==> src/rtl/alu_share_arbiter.sv <==
// alu_share_arbiter: round-robin front end that time-shares one combinational
// ALU between NUM_REQ requesters. A request is accepted in IDLE, executed for
// one cycle in EXEC, and its result is offered in RESP until consumed.
module alu_share_arbiter #(
  parameter int WIDTH        = 32,
  parameter int OPCODE_WIDTH = 2,
  parameter int NUM_REQ      = 4,
  parameter int ID_W         = $clog2(NUM_REQ)
) (
  input  logic                            clk,
  input  logic                            rst_n,
  input  logic [NUM_REQ-1:0]              req_valid,
  output logic [NUM_REQ-1:0]              req_ready,
  input  logic [NUM_REQ*OPCODE_WIDTH-1:0] req_opcode,
  input  logic [NUM_REQ*WIDTH-1:0]        req_op1,
  input  logic [NUM_REQ*WIDTH-1:0]        req_op2,
  output logic                            rsp_valid,
  input  logic                            rsp_ready,
  output logic [ID_W-1:0]                 rsp_id,
  output logic [WIDTH-1:0]                rsp_result,
  output logic [OPCODE_WIDTH-1:0]         alu_opcode,
  output logic [WIDTH-1:0]                alu_op1,
  output logic [WIDTH-1:0]                alu_op2,
  input  logic [WIDTH-1:0]                alu_result,
  output logic                            busy
);

  localparam int IW1 = ID_W + 1;

  typedef enum logic [1:0] {
    ST_IDLE = 2'd0,
    ST_EXEC = 2'd1,
    ST_RESP = 2'd2
  } state_t;

  state_t                  state_r;
  state_t                  state_nx_s;
  logic [ID_W-1:0]         rr_ptr_r;
  logic [ID_W-1:0]         id_r;
  logic [OPCODE_WIDTH-1:0] opcode_r;
  logic [WIDTH-1:0]        op1_r;
  logic [WIDTH-1:0]        op2_r;
  logic [WIDTH-1:0]        result_r;

  logic                    found_s;
  logic [ID_W-1:0]         grant_idx_s;
  logic [IW1-1:0]          idx_v;
  logic                    accept_s;
  logic                    rsp_hs_s;
  logic [ID_W-1:0]         ptr_next_s;
  logic [OPCODE_WIDTH-1:0] gr_opcode_s;
  logic [WIDTH-1:0]        gr_op1_s;
  logic [WIDTH-1:0]        gr_op2_s;

  // Payload of the requester currently selected by the round-robin search.
  assign gr_opcode_s = req_opcode[grant_idx_s*OPCODE_WIDTH +: OPCODE_WIDTH];
  assign gr_op1_s    = req_op1[grant_idx_s*WIDTH +: WIDTH];
  assign gr_op2_s    = req_op2[grant_idx_s*WIDTH +: WIDTH];

  assign accept_s = (state_r == ST_IDLE) && found_s;
  assign rsp_hs_s = (state_r == ST_RESP) && rsp_ready;

  // ALU and response ports always mirror the internal registers.
  assign alu_opcode = opcode_r;
  assign alu_op1    = op1_r;
  assign alu_op2    = op2_r;
  assign rsp_id     = id_r;
  assign rsp_result = result_r;

  // Round-robin search: first valid requester at or above rr_ptr, wrapping.
  always_comb begin
    found_s     = 1'b0;
    grant_idx_s = '0;
    idx_v       = '0;
    for (int k = 0; k < NUM_REQ; k++) begin
      idx_v = {1'b0, rr_ptr_r} + IW1'(k);
      if (idx_v >= IW1'(NUM_REQ)) begin
        idx_v = idx_v - IW1'(NUM_REQ);
      end else begin
        idx_v = idx_v;
      end
      if (!found_s && req_valid[idx_v[ID_W-1:0]]) begin
        found_s     = 1'b1;
        grant_idx_s = idx_v[ID_W-1:0];
      end else begin
        found_s     = found_s;
        grant_idx_s = grant_idx_s;
      end
    end
  end

  // Pointer advances to the requester after the one just served.
  always_comb begin
    if (id_r == ID_W'(NUM_REQ - 1)) begin
      ptr_next_s = '0;
    end else begin
      ptr_next_s = id_r + ID_W'(1);
    end
  end

  // FSM state register.
  always_ff @(posedge clk or negedge rst_n) begin
    if (!rst_n) begin
      state_r <= ST_IDLE;
    end else begin
      state_r <= state_nx_s;
    end
  end

  // FSM next-state logic.
  always_comb begin
    state_nx_s = state_r;
    case (state_r)
      ST_IDLE: begin
        if (found_s) state_nx_s = ST_EXEC;
        else         state_nx_s = ST_IDLE;
      end
      ST_EXEC: state_nx_s = ST_RESP;
      ST_RESP: begin
        if (rsp_ready) state_nx_s = ST_IDLE;
        else           state_nx_s = ST_RESP;
      end
      default: state_nx_s = ST_IDLE;
    endcase
  end

  // FSM outputs; req_ready is also masked while reset is asserted.
  always_comb begin
    req_ready = '0;
    rsp_valid = 1'b0;
    busy      = 1'b0;
    case (state_r)
      ST_IDLE: begin
        if (found_s && rst_n) req_ready[grant_idx_s] = 1'b1;
        else                  req_ready = '0;
      end
      ST_EXEC: busy = 1'b1;
      ST_RESP: begin
        busy      = 1'b1;
        rsp_valid = 1'b1;
      end
      default: begin
        req_ready = '0;
        rsp_valid = 1'b0;
        busy      = 1'b0;
      end
    endcase
  end

  // Operand and owner registers load only on an accepted request.
  always_ff @(posedge clk or negedge rst_n) begin
    if (!rst_n) begin
      opcode_r <= '0;
      op1_r    <= '0;
      op2_r    <= '0;
      id_r     <= '0;
    end else if (accept_s) begin
      opcode_r <= gr_opcode_s;
      op1_r    <= gr_op1_s;
      op2_r    <= gr_op2_s;
      id_r     <= grant_idx_s;
    end
  end

  // Capture the ALU output at the end of the single EXEC cycle.
  always_ff @(posedge clk or negedge rst_n) begin
    if (!rst_n) begin
      result_r <= '0;
    end else if (state_r == ST_EXEC) begin
      result_r <= alu_result;
    end
  end

  // Round-robin pointer moves only when a response is consumed.
  always_ff @(posedge clk or negedge rst_n) begin
    if (!rst_n) begin
      rr_ptr_r <= '0;
    end else if (rsp_hs_s) begin
      rr_ptr_r <= ptr_next_s;
    end
  end

endmodule

==> config.mk <==
export PLATFORM = sky130hd
export DESIGN_NAME = alu_share_arbiter
export DESIGN_NICKNAME = d
export VERILOG_FILES = /design/src/rtl/alu_share_arbiter.sv
export SDC_FILE = /design/constraint.sdc
export NUM_CORES = 1
export LEC_CHECK = 0
export CORE_AREA = 2 2 157 159
export CTS_BUF_LIST = sky130_fd_sc_hd__clkbuf_2
export DETAILED_ROUTE_END_ITERATION = 7
export DIE_AREA = 0 0 159 161
export PLACE_DENSITY = 0.6
export RECOVER_POWER = 50
export SYNTH_ARGS = -nofsm -noshare
export SYNTH_HDL_FRONTEND = slang
export SYNTH_SLANG_ARGS = --single-unit
==> constraint.sdc <==
create_clock -name clk -period 4.84 [get_ports clk]
set_clock_uncertainty 0.15 [all_clocks]
set_input_delay 0.484 -clock clk [delete_from_list [all_inputs] [get_ports clk]]
set_output_delay 0.484 -clock clk [all_outputs]
set_load 0.01 [all_outputs]
## Word-level counts from Yosys, hierarchy flattened

Cells that the tools add are included.

- Register bits after elaboration: 104
- Input port bits: 303

- $add $sub $neg: 8
- Order comparisons: 10
- Eq/ne operators: 3
- Shifts and indexed selects: 3
- Mux-type cells: 30
- Reduce and logical (&&, ||, !) cells: 12

Operators by type and width:

| operator | number |
|---|---|
| 128-bit by 8-bit variable part select with 32-bit output | 2 |
| 2-bit 2-to-1 mux | 10 |
| 2-bit by 3-bit < comparator with 1-bit output (second input constant) | 5 |
| 1-bit 2-to-1 mux | 12 |
| 3-bit >= comparator (second input constant) | 3 |
| 1-bit binary-select mux with 2-bit select | 4 |
| 4-bit 2-to-1 mux | 2 |
| 8-bit by 4-bit variable part select with 2-bit output | 1 |
| 2-bit by 1-bit subtractor with 2-bit output (second input constant) | 4 |
| 1-bit logical AND | 7 |
| 2-bit by 2-bit adder with 3-bit output (second input constant) | 2 |
| 2-bit one-hot mux with 3 select lines | 1 |
| 2-bit == test (second input constant) | 2 |
| 2-bit by 1-bit adder with 3-bit output (second input constant) | 1 |
| 2-bit by 3-bit >= comparator with 1-bit output (second input constant) | 1 |
| 1-bit logical NOT | 3 |
| 2-bit by 1-bit adder with 2-bit output (second input constant) | 1 |
| 1-bit demux with 2-bit select | 1 |
| 2-bit by 1-bit == test with 1-bit output (second input constant) | 1 |
| 2-bit by 1-bit >= comparator with 1-bit output (second input constant) | 1 |
| 2-bit logical NOT | 1 |
| 2-bit OR reduction | 1 |

## Longest topological paths before layout

- Depth in word-level cells: 20
- Gate-level depth with buffers: 8
- Mapped depth without buffers: 5

## Least setup slack after synthesis

Ideal clock, no wire load.

- Path type: input-to-output
- Start point: input req_valid[1]
- End point: output req_ready[2]
- Data arrival time: 1.794 ns
- Path slack: 2.412 ns
- Stages: 8
- Cell sequence: buf_2 -> or3_1 -> o21a_1 -> clkbuf_1 -> buf_2 -> buf_2 -> nand2_1 -> nor2_1

- Longest elaborated chain between the ends: 18
- Elaborated cells between the ends (all ways): 30
- Those cells by class: order compare: 2; mux: 20; reduce/logical: 8

RTL lines:

| what | line | RTL |
|---|---|---|
| start: declaration | 12 | `input logic [NUM_REQ-1:0] req_valid,` |
| 1-bit binary-select mux with 2-bit select | 82 | `if (!found_s && req_valid[idx_v[ID_W-1:0]]) begin` |
| 1-bit 2-to-1 mux (implied by the code) | 82 |  |
| 1-bit 2-to-1 mux | 82 |  |
| 1-bit logical NOT | 82 |  |
| 1-bit logical AND | 82 |  |
| 1-bit 2-to-1 mux | 82 |  |
| 1-bit logical NOT | 82 |  |
| 1-bit logical AND | 82 |  |
| [2 not listed] | n/a |  |
| 1-bit logical AND | 82 |  |
| 2-bit 2-to-1 mux | 82 |  |
| 2-bit by 3-bit < comparator with 1-bit output (implied by the code) / 2-bit by 1-bit >= comparator with 1-bit output (equally long branches) | 134 | `if (found_s && rst_n) req_ready[grant_idx_s] = 1'b1;` |
| 1-bit logical AND (implied by the code) | 134 |  |
| 1-bit 2-to-1 mux (implied by the code) | 134 |  |
| 1-bit demux with 2-bit select | 134 |  |
| 4-bit 2-to-1 mux (*) | 134 |  |
| 4-bit 2-to-1 mux (*) | 132 | `case (state_r)` |
| end: declaration | 13 | `output logic [NUM_REQ-1:0] req_ready,` |

Every way passes the cells marked *; elsewhere a longest branch is shown, timed or not. The select of a mux whose other input is x is not followed.

## Final worst setup path

- Start point: input req_valid[1]
- End point: register op2_r[28], in the netlist alu_op2[28]

- Longest elaborated chain between the ends: 13
- Elaborated cells between the ends (all ways): 24
- Those cells by class: shift: 1; mux: 16; reduce/logical: 7

RTL lines:

| what | line | RTL |
|---|---|---|
| 1-bit binary-select mux with 2-bit select | 82 |  |
| 1-bit 2-to-1 mux (implied by the code) | 82 |  |
| 1-bit 2-to-1 mux | 82 |  |
| 1-bit logical NOT | 82 |  |
| 1-bit logical AND | 82 |  |
| 1-bit 2-to-1 mux | 82 |  |
| 1-bit logical NOT | 82 |  |
| 1-bit logical AND | 82 |  |
| 1-bit 2-to-1 mux | 82 |  |
| 1-bit logical NOT | 82 |  |
| 1-bit logical AND | 82 |  |
| 2-bit 2-to-1 mux / 1-bit 2-to-1 mux (equally long branches) | 82 |  |
| 128-bit by 8-bit variable part select with 32-bit output / 1-bit logical AND (equally long branches) | 58, 60 |  |
| end signal: assignment | 160 | `op2_r <= gr_op2_s;` |
| end: declaration | 42 | `logic [WIDTH-1:0] op2_r;` |

Several ways; a longest one is shown, not always the timed one. The select of a mux whose other input is x is not followed.
A chain may end at the register's enable or synchronous reset.

==> results by group <==
Synth
  – Cell Area, Synth: 0.00609 mm²
  – Area leader, netlist: dfrtp_1
  – Post-synth ARST share: 100%
  – Cell variety after synth: 37
  – Synth Flop Type: dfrtp_1
  – Synthesized area per cell: 9.14 µm²
  – #FFs+latches synth: 104
  – Synth warn: 0
  – Mapped Nets: 975
  – Post-synth EDFFs: 0
  – Top-area cell type share of the netlist area: 42.7%
  – Sequential area share after synthesis: 42.7%
  – Area contributors post-synth: dfrtp_1 43%, a22oi_1 8.1%, o211ai_1 8.1%
  – Synthesized instance count: 667

GRT
  – Vias in the first global route: 7042
  – First-pass GRT wire length: 42200 µm
  – Total gr overflow: 0
  – Largest net degree at the start of global routing: 67
  – Initial antenna violation count: 3
  – Total track usage: 21.0%
  – GRT Max-Usage Layer: met2
  – GR Layer Usage met2: 35.6%
  – GR Layer Usage met1: 26.0%
  – Met3 usage: 5.44%

Drt
  – Routed len/inst: 20.4 µm
  – DR vias: 6909
  – DRC: 0
  – Final ANT Viol Nets: 0
  – First-pass DRT Iterations: 5
  – DRT iter0 DRCs: 409
  – Via-to-Cell Ratio: 5.11
  – Final wirelength: 27600 µm

Power and ir drop
  – Sequential power share: 29.1%
  – Worst IR Drop VDD: 0.235 mV
  – Clock network fraction of total power: 8.4%
  – Lkg Pwr: 4.08 nW
  – Internal power: 3.09 mW
  – Net Switching: 2.35 mW
  – Combinational Power Share: 62.5%
  – Switching Share: 43.2%
  – PD cells: 519 mW/mm²

Final layout
  – Share of post-route cells with drive strength above 1: 6.93%
  – Fill cells: 2387
  – Layout Utilization: 43.8%
  – Fin nets: 1328
  – Area added between synthesis and finish: 72.1%

Worst setup path
  – CP Class: in2reg
  – CP arrival: 4080 ps
  – CP Launch Type: input port
  – Worst Path Required: 5230 ps
  – Crit-path max cell delay: 1840 ps
  – Critical path fanouts, max: 42
  – Worst Path Buf+Inv: 2
  – Critical path's top delay family: compound AO/OA/AOI/OAI gates
  – CP cell instances: dlygate4sd3_1, or3_1, o21ai_1, buf_12, a21oi_1, a31oi_1
  – Slowest-stage cell, CP: o21ai_1
  – Worst setup EP type: register

Placed design
  – Buffers on Ports: 408
  – Hpwl dp: 19300 µm
  – Final GP Congestion: 0.852

Clock network
  – Clk sink count: 104
  – CTS Buf Count: 9
  – Clk_lat worst skew: 600 ps
  – TritonCTS clock tree: done
  – CTS Buffer Depth: 2
  – Clock transition at path regs: 370 ps
  – Root buffer selected by CTS: clkbuf_2
  – CTS H-tree lvls: 3

STA
  – Setup TNS: 0 ps
  – Minimum clock period: 3690 ps
  – Worst-Margin Slew: 2470 ps
  – Final Hold Violating Endpoints: 0
  – RSZ-0062 raised after global routing: no
  – Final period util: 76.3%
  – Final Setup Violations: 0
  – Maximum clock frequency: 271 MHz
  – Max Slew Vio Count: 63
  – Slew HR: -65.9%

Floorplan
  – Die width: 159 µm
  – Die boundary height: 161 µm
  – Initial Util: 25.4%
  – Core area: 0.0240 mm²
  – Die ar.: 0.0256 mm²
  – I/O pin count: 409
  – # rows: 57

Run status
  – Failing checks: max-capacitance violations, max-slew violations
  – Status: finished, violations left

Min path
  – Hold WC Path Type: in2async

Job
  – Max Cap Violations: 2
-- flip-flops by register name (all words and copies together) (netlist names) --
name and cells:
alu_op1 32, alu_op2 32, rsp_result 32, alu_opcode 2
rr_ptr_r 2, rsp_id 2, state_r 2
-- cell type report --
| class | count | area [µm²] | share of cell area, % |
|---|---|---|---|
| sequential | 104 | 2600 | 24.8 |
| timing repair buffer | 422 | 4190 | 39.9 |
| clock inverter | 7 | 83.8 | 0.799 |
| clock buffer | 9 | 45.0 | 0.430 |
| tap | 324 | 405 | 3.87 |
| inverter | 6 | 22.5 | 0.215 |
| antenna | 3 | 7.51 | 0.0716 |
| multi-input combinational | 477 | 3130 | 29.9 |
-- repair_timing --
| item | CTS | global route |
|---|---|---|
| setup buffers | 0 | 0 |
| hold endpoints to repair | 48 | 0 |
| setup endpoints to repair | 0 | 0 |
| gates resized for setup | 0 | 0 |
| hold buffers | 1 | 0 |
-- cell usage in the layout (no fill, tap or decap), types with 2 or more instances in the layout --
| cell | instances |
|---|---|
| clkbuf_2 | 9 |
| nor2_1 | 72 |
| buf_2 | 2 |
| mux2_2 | 33 |
| nor2b_1 | 2 |
| and3_1 | 68 |
| a31oi_1 | 66 |
| clkdlybuf4s50_1 | 389 |
| dfrtp_1 | 104 |
| buf_4 | 12 |
| o21a_2 | 2 |
| nand2_1 | 6 |
| dlygate4sd3_1 | 17 |
| a21oi_1 | 68 |
| ha_1 | 5 |
| o21ai_1 | 2 |
| o31ai_1 | 2 |
| clkinv_8 | 3 |
| a22oi_1 | 66 |
| diode_2 | 3 |
| o211ai_1 | 66 |
| inv_1 | 6 |
| o21ai_0 | 3 |
| o22ai_1 | 2 |
| inv_6 | 4 |
-- synthesized netlist by cell type, types with 3 or more instances --
cell type and n:
dfrtp_1 104, nor2_1 72, a21oi_1 68, and3_1 68, a22oi_1 66, a31oi_1 66, o211ai_1 66, clkbuf_1 44
mux2_2 33, buf_2 25, inv_1 6, nand2_1 6, buf_1 5, ha_1 5, buf_6 4, o21ai_0 3
-- through the flow --
| stage | cell area [µm²] | hold slack [ps] | instances | power (mW) | setup WS [ps] |
|---|---|---|---|---|---|
| 6_report | 10500 | 206 | 1352 | 5.44 | 1150 |
| 5_1_grt | 10500 | 120 | 1351 | 5.85 | 1010 |
| 4_1_cts | 10500 | 124 | 1349 | 5.54 | 1200 |
| 3_5_place_dp | 10400 | 345 | 1332 | 5.07 | 1370 |
| 3_3_place_gp | 10400 | 337 | 1332 | 5.02 | 1390 |
| 2_1_floorplan | 6090 | 38.4 | 667 | 3.36 | 2410 |
-- power by group through the flow --
stage               registers, mW  logic (mW)  clock network, mW
detailed placement           1.61        3.45                  0
global route                 1.65        3.69              0.511
CTS                          1.59        3.46              0.484
floorplan                    1.78        1.58                  0
finish                       1.58        3.40              0.456
global placement             1.59        3.43                  0
-- cells by family (layout without fill, tap and decap cells) --
group | after synthesis | in the layout | synth area share, %
buffers and inverters | 86 | 444 | 6.39
adder cells (fa/ha/maj) | 5 | 5 | 1.03
multiplexers | 33 | 33 | 6.10
AND/OR/NAND/NOR | 154 | 154 | 12.6
AO/OA/AOI/OAI | 285 | 285 | 31.2
other | 0 | 3 | 0
flip-flops | 104 | 104 | 42.7
-- worst reg2reg max path, cell delays in order, from the launching register on --
cell and delay (ps):
dfrtp_1 460, inv_1 90, ha_1 230, o21ai_1 1270, buf_12 310, a21oi_1 110
a31oi_1 210
-- per-layer routing --
| layer | wire [µm] | vias to the layer above |
|---|---|---|
| met3 | 2070 | 44 |
| li1 | - | 3250 |
| met5 | 0 | - |
| met1 | 11100 | 3282 |
| met4 | 820 | 0 |
| met2 | 13600 | 333 |
-- path summary, 6_finish.rpt --
kind                            slack [ps]  cells after the start            startpoint                        end
worst min-delay path                   210                      2                 rst_n    alu_op1[15]$_DFFE_PN0P_
max in group asynchronous             3050                      3                 rst_n  rsp_result[3]$_DFFE_PN0N_
min in group clk                       210                      3           req_op2[84]    alu_op2[20]$_DFFE_PN0P_
worst max register to register        1950                      6  state_r[0]$_DFF_PN0_    alu_op2[28]$_DFFE_PN0P_
worst max-delay path                  1150                      6          req_valid[1]    alu_op2[28]$_DFFE_PN0P_
worst min register to register         390                      1  state_r[1]$_DFF_PN0_       state_r[1]$_DFF_PN0_
(Power assumes the default switching activity.)
